==> src/rtl/cache_arbiter.sv <==
// Shares one physical-memory line port between the icache and dcache.
// Grants whole line transactions, round-robin on ties, with the winner's command latched until pmem_resp.
module cache_arbiter #(
  parameter int s_addr = 32,
  parameter int s_line = 256
) (
  input  logic              clk,
  input  logic              rst,
  input  logic [s_addr-1:0] i_address,
  input  logic              i_read,
  input  logic              i_write,
  input  logic [s_line-1:0] i_wdata,
  output logic [s_line-1:0] i_rdata,
  output logic              i_resp,
  input  logic [s_addr-1:0] d_address,
  input  logic              d_read,
  input  logic              d_write,
  input  logic [s_line-1:0] d_wdata,
  output logic [s_line-1:0] d_rdata,
  output logic              d_resp,
  output logic [s_addr-1:0] pmem_address,
  output logic              pmem_read,
  output logic              pmem_write,
  output logic [s_line-1:0] pmem_wdata,
  input  logic [s_line-1:0] pmem_rdata,
  input  logic              pmem_resp
);

  // state  | meaning
  // IDLE   | no transaction in flight
  // BUSY_I | icache transaction in flight
  // BUSY_D | dcache transaction in flight
  typedef enum logic [1:0] {IDLE, BUSY_I, BUSY_D} state_t;

  state_t state, state_next;
  logic   last_d;
  logic   i_pend, d_pend;
  logic   grant_i, grant_d;

  assign i_pend = i_read | i_write;
  assign d_pend = d_read | d_write;

  always_comb begin
    state_next = state;
    grant_i    = 1'b0;
    grant_d    = 1'b0;
    i_resp     = 1'b0;
    d_resp     = 1'b0;
    case (state)
      IDLE: begin
        if (i_pend && d_pend) begin
          grant_i = last_d;
          grant_d = ~last_d;
        end else begin
          grant_i = i_pend;
          grant_d = d_pend;
        end
        if (grant_i) state_next = BUSY_I;
        else if (grant_d) state_next = BUSY_D;
      end
      BUSY_I: begin
        if (pmem_resp) begin
          i_resp     = 1'b1;
          state_next = IDLE;
        end
      end
      BUSY_D: begin
        if (pmem_resp) begin
          d_resp     = 1'b1;
          state_next = IDLE;
        end
      end
      default: state_next = IDLE;
    endcase
  end

  always_ff @(posedge clk or negedge rst) begin
    if (!rst) state <= IDLE;
    else      state <= state_next;
  end

  // Address and write data stay at their last latched value after completion.
  always_ff @(posedge clk or negedge rst) begin
    if (!rst) begin
      pmem_address <= '0;
      pmem_wdata   <= '0;
      pmem_read    <= 1'b0;
      pmem_write   <= 1'b0;
      last_d       <= 1'b0;
    end else if (grant_i) begin
      pmem_address <= i_address;
      pmem_wdata   <= i_wdata;
      pmem_write   <= i_write;
      pmem_read    <= i_read & ~i_write;
      last_d       <= 1'b0;
    end else if (grant_d) begin
      pmem_address <= d_address;
      pmem_wdata   <= d_wdata;
      pmem_write   <= d_write;
      pmem_read    <= d_read & ~d_write;
      last_d       <= 1'b1;
    end else if (state != IDLE && pmem_resp) begin
      pmem_read    <= 1'b0;
      pmem_write   <= 1'b0;
    end
  end

  assign i_rdata = pmem_rdata;
  assign d_rdata = pmem_rdata;

endmodule

==> config.mk <==
export PLATFORM = sky130hd
export DESIGN_NAME = cache_arbiter
export DESIGN_NICKNAME = d
export VERILOG_FILES = /design/src/rtl/cache_arbiter.sv
export SDC_FILE = /design/constraint.sdc
export NUM_CORES = 1
export LEC_CHECK = 0
export ABC_AREA = 1
export CAP_MARGIN = 20
export CELL_PAD_IN_SITES_DETAIL_PLACEMENT = 0
export CELL_PAD_IN_SITES_GLOBAL_PLACEMENT = 1
export CORE_AREA = 2 2 637 639
export DETAILED_ROUTE_END_ITERATION = 6
export DIE_AREA = 0 0 639 641
export PLACE_DENSITY_LB_ADDON = 0.1
export SLEW_MARGIN = 10
export SYNTH_ARGS = -nofsm -noshare
export SYNTH_HDL_FRONTEND = slang
export SYNTH_SLANG_ARGS = --single-unit
==> constraint.sdc <==
create_clock -name clk -period 4.3 [get_ports clk]
set_input_delay 0.86 -clock clk [delete_from_list [all_inputs] [get_ports clk]]
set_output_delay 0.86 -clock clk [all_outputs]
set_load 0.1 [all_outputs]
==> results.tsv, run 1 <==
metric	value	unit
post_cts_buffers	0	
cp_slowest_stage_delay	1.24	ns
ys_seq_elements	293	
final_hold_viol_count	0	
clk_latency	0.73	ns
ys_seq_area_share	43.0	%
ioPinCount	1643	
root_buffer	clkbuf_16	
gp_congestion	0.685	
holdBufCountCts	0	
syn_inst	2131	
status	finished clean	
die_x	639	µm
postCtsResizedCells	0	
track_usage	8.94	%
cts_sinks	293	
wl	191	mm
drt-wirelength-per-cell	24.3	µm
yosysUniqueCellTypes	17	
synth.largest_area_cell	dfrtp_1	
clock_path_buffers	3	
ys_top_cells_by_area	dfrtp_1 (43%), buf_4 (23%), nand3_1 (17%), nand2_1 (13%), buf_2 (2.3%)	
worst_hold_slack	0.178	ns
htreeDepth	2	
placed_cells	7718	
final_core_util	7.53	%
path_delay_family	buffers and inverters	
maxSlewHeadroom	24.1	%
fin_crit_sh	78.9	%
fin_tns_setup	0	ns
required	3.44	ns
cts_made_buffers	56	
rsz0062_at_grt	no	
vdd_ir_drop_max	0.434	mV
slowest_stage	clkdlybuf4s50_1	
portBuffers	874	
area_growth	77.4	%
via_per_inst	2.11	
die_y	641	µm
layout.cells.non_filler	7830	
syn-cell-area	17100	µm²
finalSetupViolCount	0	
critPathCaptureType	output pin	
r2r-end	pmem_wdata[133]	
crit_type	flip-flop to output pin	
synth_top_area_share	43.0	%
r2r_start	state[1]	
drtIter0Drc	664	
yosysWarnings	0	
drc_errors	0	
worstMarginPinSlew	1.14	ns
rrSetupSlack	1.74	ns
syn_area_per_cell	8.00	µm²
drive_above_1_share	12.3	%
reg2reg_depth	10	
start_kind	flip-flop	
p_leak	11.0	nW
antenna_found_initial	48	
rows	233	
dr_total_vias	16500	
grt_max_degree	66	
max_freq	295	MHz
fin_nets	3331	
ant_nets	0	
path_clk_slew	0.05	ns
placed_cell_area	28400	µm²
fin_worst_skew	0.0467	ns
first_pass_iters	4	
drv_slew	0	
core_area	402000	µm²
critPathBufInv	1	
crit_path_max_fanout	3	
fin_area	30300	µm²
powerDensity	1040	nW/µm²
grt_pass1_wl	234	mm
crit_chain	clkdlybuf4s50_1	
dieArea	410000	µm²
grt_overflow	0	
min_period	3.39	ns
cap_violations	0	
hpwl	157	mm
arrival	2.53	ns
min_path_type	primary input to asynchronous set/reset pin	
cts_tree	yes	
initial_core_util	4.24	%
synth_nets	2973	
grt_pass1_vias	18300	
==> how the worst max path moves through the flow <==
stage               depth (start not counted)                to  slack (ns)        startpoint
CTS                                         1  pmem_address[31]        0.78  pmem_address[31]
global placement                            8   pmem_wdata[133]        0.94           i_write
finish                                      1  pmem_address[31]        0.91  pmem_address[31]
floorplan                                   2            i_resp        1.96         pmem_resp
global route                                1  pmem_address[31]        0.80  pmem_address[31]
detailed placement                          8   pmem_wdata[133]        0.94           i_write
==> layer usage <==
metal	track usage (%)	up-vias	part of all wire, %	wire length [µm]
met5	1.11	-	0.44	832
met4	2.55	40	2.9	5540
met3	5.71	327	14	26100
met2	15.2	1022	48	92100
met1	8.91	7925	35	66000
li1	-	7169	-	-
==> cells by family after synthesis <==
family | after synthesis | synth area share [%]
adders and majority gates | 3 | 0.220
DFF | 293 | 43.0
and+or+nand+nor | 1179 | 30.3
AOI/OAI and AO/OA | 4 | 0.117
buffers and inverters | 652 | 26.4
==> registers in the layout, summed over array words and instances, names as in the netlist <==
name / cells
pmem_wdata: 256
pmem_address: 32
state: 2
last_d: 1
pmem_read: 1
pmem_write: 1
==> synth_stat cells, drive strengths merged <==
cell,number
inv,12
dfrtp,293
or2,2
o21ai,2
buf,610
nor2,2
clkbuf,30
nand4,2
nand2,592
ha,3
nand3,581
a21oi,2
==> cell usage in the layout (no fill, tap or decap), types with 7 or more instances in the layout <==
cell,instances
clkdlybuf4s50_1,722
nand2_1,591
nand3_1,580
dfrtp_1,293
buf_4,186
clkbuf_16,57
buf_12,24
clkbuf_1,15
clkbuf_8,14
diode_2,10
clkinv_2,10
inv_1,9
buf_2,7
==> per-stage QoR <==
stage / setup WS (ns) / total power [mW]
after floorplan: 1.96 / 20.7
after global placement: 0.936 / 28.1
after detailed placement: 0.942 / 28.0
after CTS: 0.782 / 33.2
after global routing: 0.802 / 33.8
final: 0.909 / 31.5
==> final cells by class <==
type / count / area (µm²)
multi-input combinational: 1186 / 5240
timing repair buffer: 940 / 9150
clock buffer: 86 / 1680
fill: 47000 / 372000
tap: 5287 / 6620
sequential: 293 / 7330
inverter: 12 / 60.1
clock inverter: 16 / 165
antenna: 10 / 25.0
==> where the power goes <==
group          internal [mW]  switching (mW)  total, mW  leakage [nW]
combinational           4.19            17.0       21.2          6.59
sequential              4.21            1.31       5.52          3.55
clock                   2.83            1.99       4.82         0.912
total                   11.2            20.3       31.5          11.0
No activity file was read; power rests on OpenSTA's default activity.
==> run 2: changes to the inputs <==
--- a/config.mk
+++ b/config.mk
@@ -9,9 +9,9 @@
 export CAP_MARGIN = 20
 export CELL_PAD_IN_SITES_DETAIL_PLACEMENT = 0
 export CELL_PAD_IN_SITES_GLOBAL_PLACEMENT = 1
-export CORE_AREA = 2 2 637 639
+export CORE_AREA = 2 2 648 650
 export DETAILED_ROUTE_END_ITERATION = 6
-export DIE_AREA = 0 0 639 641
+export DIE_AREA = 0 0 650 652
 export PLACE_DENSITY_LB_ADDON = 0.1
 export SLEW_MARGIN = 10
 export SYNTH_ARGS = -nofsm -noshare
==> constraint.sdc (replaced) <==
create_clock -name clk -period 3.1 [get_ports clk]
set_input_delay 0.62 -clock clk [delete_from_list [all_inputs] [get_ports clk]]
set_output_delay 0.62 -clock clk [all_outputs]
set_load 0.1 [all_outputs]
==> run 2 against run 1 <==
Setup slack worse by 0.35 ns. Clock power is 35% higher. Core utilization is 0.24 points lower. Register-to-register slack worse by 1.0 ns. Routed wire length is 0.87% lower. Sequential share of layout area is 0.057 points lower. Critical endpoint is now pmem_wdata[156]. Largest cell class unchanged.
==> results.tsv, run 2 (synthesis results as in run 1) <==
metric	value	unit
critPathCaptureType	output pin	
critPathBufInv	1	
rows	237	
htreeDepth	2	
dr_total_vias	16500	
p_switching	28.3	mW
start_kind	flip-flop	
place_ws	0.328	ns
powerDensity	1440	nW/µm²
hold_path.startpoint	d_wdata[147]	
rrSetupSlack	0.74	ns
crit_chain	buf_2	
rsz0062_at_grt	no	
reg.largest.list	pmem_wdata x256, pmem_address x32, state x2	
fin_tns_setup	0	ns
crit_type	flip-flop to output pin	
portBuffers	874	
first_pass_iters	5	
grt_overflow	0	
antenna_found_initial	19	
drive_above_1_share	18.1	%
via_per_inst	2.05	
whs_path_depth	3	
placed_cells	7948	
power_frac_seq	17.5	%
ioPinCount	1643	
power_frac_comb	67.6	%
min_period	2.54	ns
final_hold_viol_count	0	
cp_slowest_stage_delay	0.67	ns
largest_reg_flops	256	
final_cell_mix	nand2_1 (591), clkdlybuf4s50_1 (581), nand3_1 (580)	
arrival	1.92	ns
setup_slack	0.558	ns
maxSlewHeadroom	42.7	%
track_usage	8.62	%
r2r_start	state[0]	
drt-wirelength-per-cell	23.5	µm
p_leak	11.3	nW
worstMarginPinSlew	0.865	ns
pwr-share-clk	14.9	%
min_path_type	primary input to flip-flop	
slowest_stage	buf_2	
worst_hold_slack	0.446	ns
post_cts_buffers	0	
cts_tree	yes	
hold_end	pmem_wdata[147]	
path_clk_slew	0.07	ns
cap_violations	0	
drc_errors	0	
crit_path_max_fanout	2	
fin_crit_sh	82.0	%
layout_commonest_cell	nand2_1	
path_delay_family	buffers and inverters	
initial_core_util	4.10	%
fin_worst_skew	0.0348	ns
cts_sinks	293	
fin_nets	3352	
reg2reg_depth	9	
grt_pass1_wl	235	mm
clock_path_buffers	3	
core_area	416000	µm²
cts_made_buffers	56	
final_core_util	7.29	%
internal_power	15.3	mW
root_buffer	clkbuf_16	
drv_slew	0	
area_growth	77.9	%
finalSetupViolCount	0	
grt_max_degree	55	
wl	189	mm
layout.cells.non_filler	8049	
dieArea	424000	µm²
swShare	64.9	%
grt_pass1_vias	18700	
required	2.48	ns
r2r-end	pmem_wdata[96]	
vdd_ir_drop_max	0.483	mV
status	finished clean	
die_y	652	µm
die_x	650	µm
ant_nets	0	
clk_latency	0.73	ns
gp_congestion	0.681	
hpwl	158	mm
max_freq	393	MHz
regMostFlops	pmem_wdata	
drtIter0Drc	637	
## run 2: layout make-up
type                    instances  area [µm²]
flip-flops and latches        293        7330
fillers                     48900      386000
clock buffers                  85        1620
well taps                    5497        6880
multi-input cells            1186        5240
clock inverters                10         136
inverters                      12        60.1
diodes                          5        12.5
repair buffers                961        9060
## run 2: how the worst max path moves through the flow
| stage | startpoint | end | depth (start not counted) |
|---|---|---|---|
| 2_1_floorplan | pmem_resp | i_resp | 2 |
| 3_3_place_gp | i_write | pmem_write | 8 |
| 3_5_place_dp | i_write | pmem_write | 8 |
| 4_1_cts | pmem_wdata[156] | pmem_wdata[156] | 1 |
| 5_1_grt | pmem_wdata[156] | pmem_wdata[156] | 1 |
| 6_report | pmem_wdata[156] | pmem_wdata[156] | 1 |
## run 2: timing repair
action / 4_1_cts / 5_1_grt
hold buffers: 1 / 0
hold endpoints to repair: 23 / 0
gates resized for setup: 0 / 0
## run 2: stage by stage
step / area [µm²] / power, mW
global route: 30300 / 46.8
CTS: 30300 / 46.1
detailed placement: 28600 / 39.1
global placement: 28600 / 39.2
finish: 30300 / 43.6
floorplan: 17100 / 28.7
## run 2: power by group through the flow
stage               clock, mW  combinational, mW  sequential, mW
detailed placement          0               31.2            7.88
floorplan                   0               8.05            20.7
global placement            0               31.3            7.89
global route             7.04               31.8            8.00
finish                   6.49               29.5            7.63
CTS                      7.00               31.3            7.85
## run 2: routing by layer
metal / routed length, µm / global-route usage [%] / vias to the layer above / part of all wire [%]
li1: - / - / 7191 / -
met1: 67700 / 8.85 / 8013 / 36
met2: 93200 / 14.9 / 980 / 49
met3: 23600 / 4.99 / 280 / 12
met4: 4040 / 2.10 / 16 / 2.1
met5: 384 / 0.566 / - / 0.20
==> run 3: changes to the inputs <==
==> constraint.sdc (replaced) <==
create_clock -name clk -period 2.2 [get_ports clk]
set_input_delay 0.44 -clock clk [delete_from_list [all_inputs] [get_ports clk]]
set_output_delay 0.44 -clock clk [all_outputs]
set_load 0.1 [all_outputs]
==> run 3 against run 2 <==
Critical path depth grew 4. Critical endpoint is now d_resp. Total power rose by 51%. Core utilization grew 0.56 points. Clock power rose by 37%.
==> results.tsv, run 3 (synthesis results as in run 1) <==
metric	value	unit
power_frac_comb	69.0	%
ioPinCount	1643	
finalSetupViolCount	0	
slowest_stage	dfrtp_1	
crit_path_max_fanout	2	
power_frac_seq	17.5	%
grt_overflow	0	
final_hold_viol_count	0	
antenna_found_initial	18	
p_switching	40.7	mW
dieArea	424000	µm²
arrival	1.70	ns
first_pass_iters	4	
crit_chain	buf_6 -> ha_4 -> nand2_4 -> inv_4 -> buf_12	
vdd_ir_drop_max	0.779	mV
regMostFlops	pmem_wdata	
fin_tns_setup	0	ns
fin_crit_sh	97.4	%
placed_cells	8002	
core_area	416000	µm²
drive_above_1_share	20.4	%
rows	237	
dr_total_vias	16700	
maxSlewHeadroom	70.7	%
reg.largest.list	pmem_wdata x256, pmem_address x32, state x2	
cts_made_buffers	54	
wl	189	mm
largest_reg_flops	256	
cts_sinks	293	
via_per_inst	2.06	
die_y	652	µm
internal_power	25.4	mW
hpwl	160	mm
crit_type	flip-flop to output pin	
swShare	61.6	%
status	finished clean	
required	1.76	ns
pwr-share-clk	13.5	%
fin_area	32700	µm²
htreeDepth	2	
placed_cell_area	30700	µm²
powerDensity	2020	nW/µm²
layout_commonest_cell	nand2_1	
critPathCaptureType	output pin	
clock_path_buffers	3	
gp_congestion	0.686	
drv_slew	0	
fin_nets	3409	
grt_max_degree	55	
drt-wirelength-per-cell	23.3	µm
min_period	2.14	ns
cap_violations	0	
path_clk_slew	0.06	ns
start_kind	flip-flop	
rsz0062_at_grt	yes	
worstMarginPinSlew	0.443	ns
drc_errors	0	
p_leak	12.2	nW
track_usage	8.64	%
root_buffer	clkbuf_16	
max_freq	467	MHz
initial_core_util	4.10	%
drtIter0Drc	792	
cp_slowest_stage_delay	0.39	ns
fin_worst_skew	0.0217	ns
portBuffers	874	
grt_pass1_wl	235	mm
layout.cells.non_filler	8105	
die_x	650	µm
area_growth	91.5	%
cts_tree	yes	
clk_latency	0.74	ns
min_path_type	primary input to asynchronous set/reset pin	
final_cell_mix	nand2_1 (589), clkdlybuf4s50_1 (581), nand3_1 (580)	
ant_nets	0	
total_power	66.1	mW
grt_pass1_vias	18800	
## run 3: power groups by stage
stage                     Sequential [mW]  Combinational [mW]  Clock, mW
after detailed placement             12.0                47.6          0
after floorplan                      29.2                11.3          0
after global placement               12.0                47.7          0
after global routing                 12.1                48.9       9.74
final                                11.6                45.6       8.92
after CTS                            12.0                48.0       9.72
## run 3: worst max-delay path: cells and delay by family (launching register included)
family	cells	cell delay (ns)
fa+ha+maj	1	0.15
buf+inv	3	0.32
simple gates	1	0.08
flops	1	0.39
## run 3: final timing paths
kind | startpoint | endpoint | slack, ns | depth (start not counted)
max in group asynchronous | rst | pmem_wdata[204] | 1.20 | 4
min | rst | pmem_wdata[132] | 0.21 | 2
min in group clk | d_wdata[148] | pmem_wdata[148] | 0.26 | 3
max reg2reg | state[1] | pmem_wdata[85] | 0.18 | 10
max | state[1] | d_resp | 0.06 | 5
min reg2reg | pmem_wdata[14] | pmem_wdata[14] | 0.51 | 2
## run 3: what timing repair did
| item | 4_1_cts | 5_1_grt |
|---|---|---|
| cloned | 1 | 0 |
| endpoints found under the setup margin | 63 | 79 |
| hold buffers | 1 | 0 |
| gates resized for setup | 25 | 9 |
| buffers inserted | 2 | 2 |
| hold endpoints to repair | 74 | 0 |
| pin swaps | 0 | 1 |
## run 3: area by class of cell
cell class                      instances  area [µm²]
Multi-Input combinational cell       1186        5290
Antenna cell                            7        17.5
Inverter                               12        78.8
Clock buffer                           81        1590
Sequential cell                       293        7330
Fill cell                           48700      383000
Timing Repair Buffer                 1020       11400
Clock inverter                          9         118
Tap cell                             5497        6880
## run 3: stage by stage
stage	hold slack (ns)	setup slack (ns)	util (%)
after floorplan	0.144	0.524	-
after global placement	0.393	-0.495	7.39
after detailed placement	0.387	-0.496	7.39
after CTS	0.106	-0.115	7.84
after global routing	0.148	-0.0695	7.85
final	0.214	0.0566	7.85
## run 3: per-layer routing
metal,vias up,part of all wire (%),track usage (%)
li1,7307,-,-
met1,8077,35,8.69
met2,988,49,14.9
met3,278,13,5.17
met4,14,2.4,2.40
met5,-,0.17,0.475
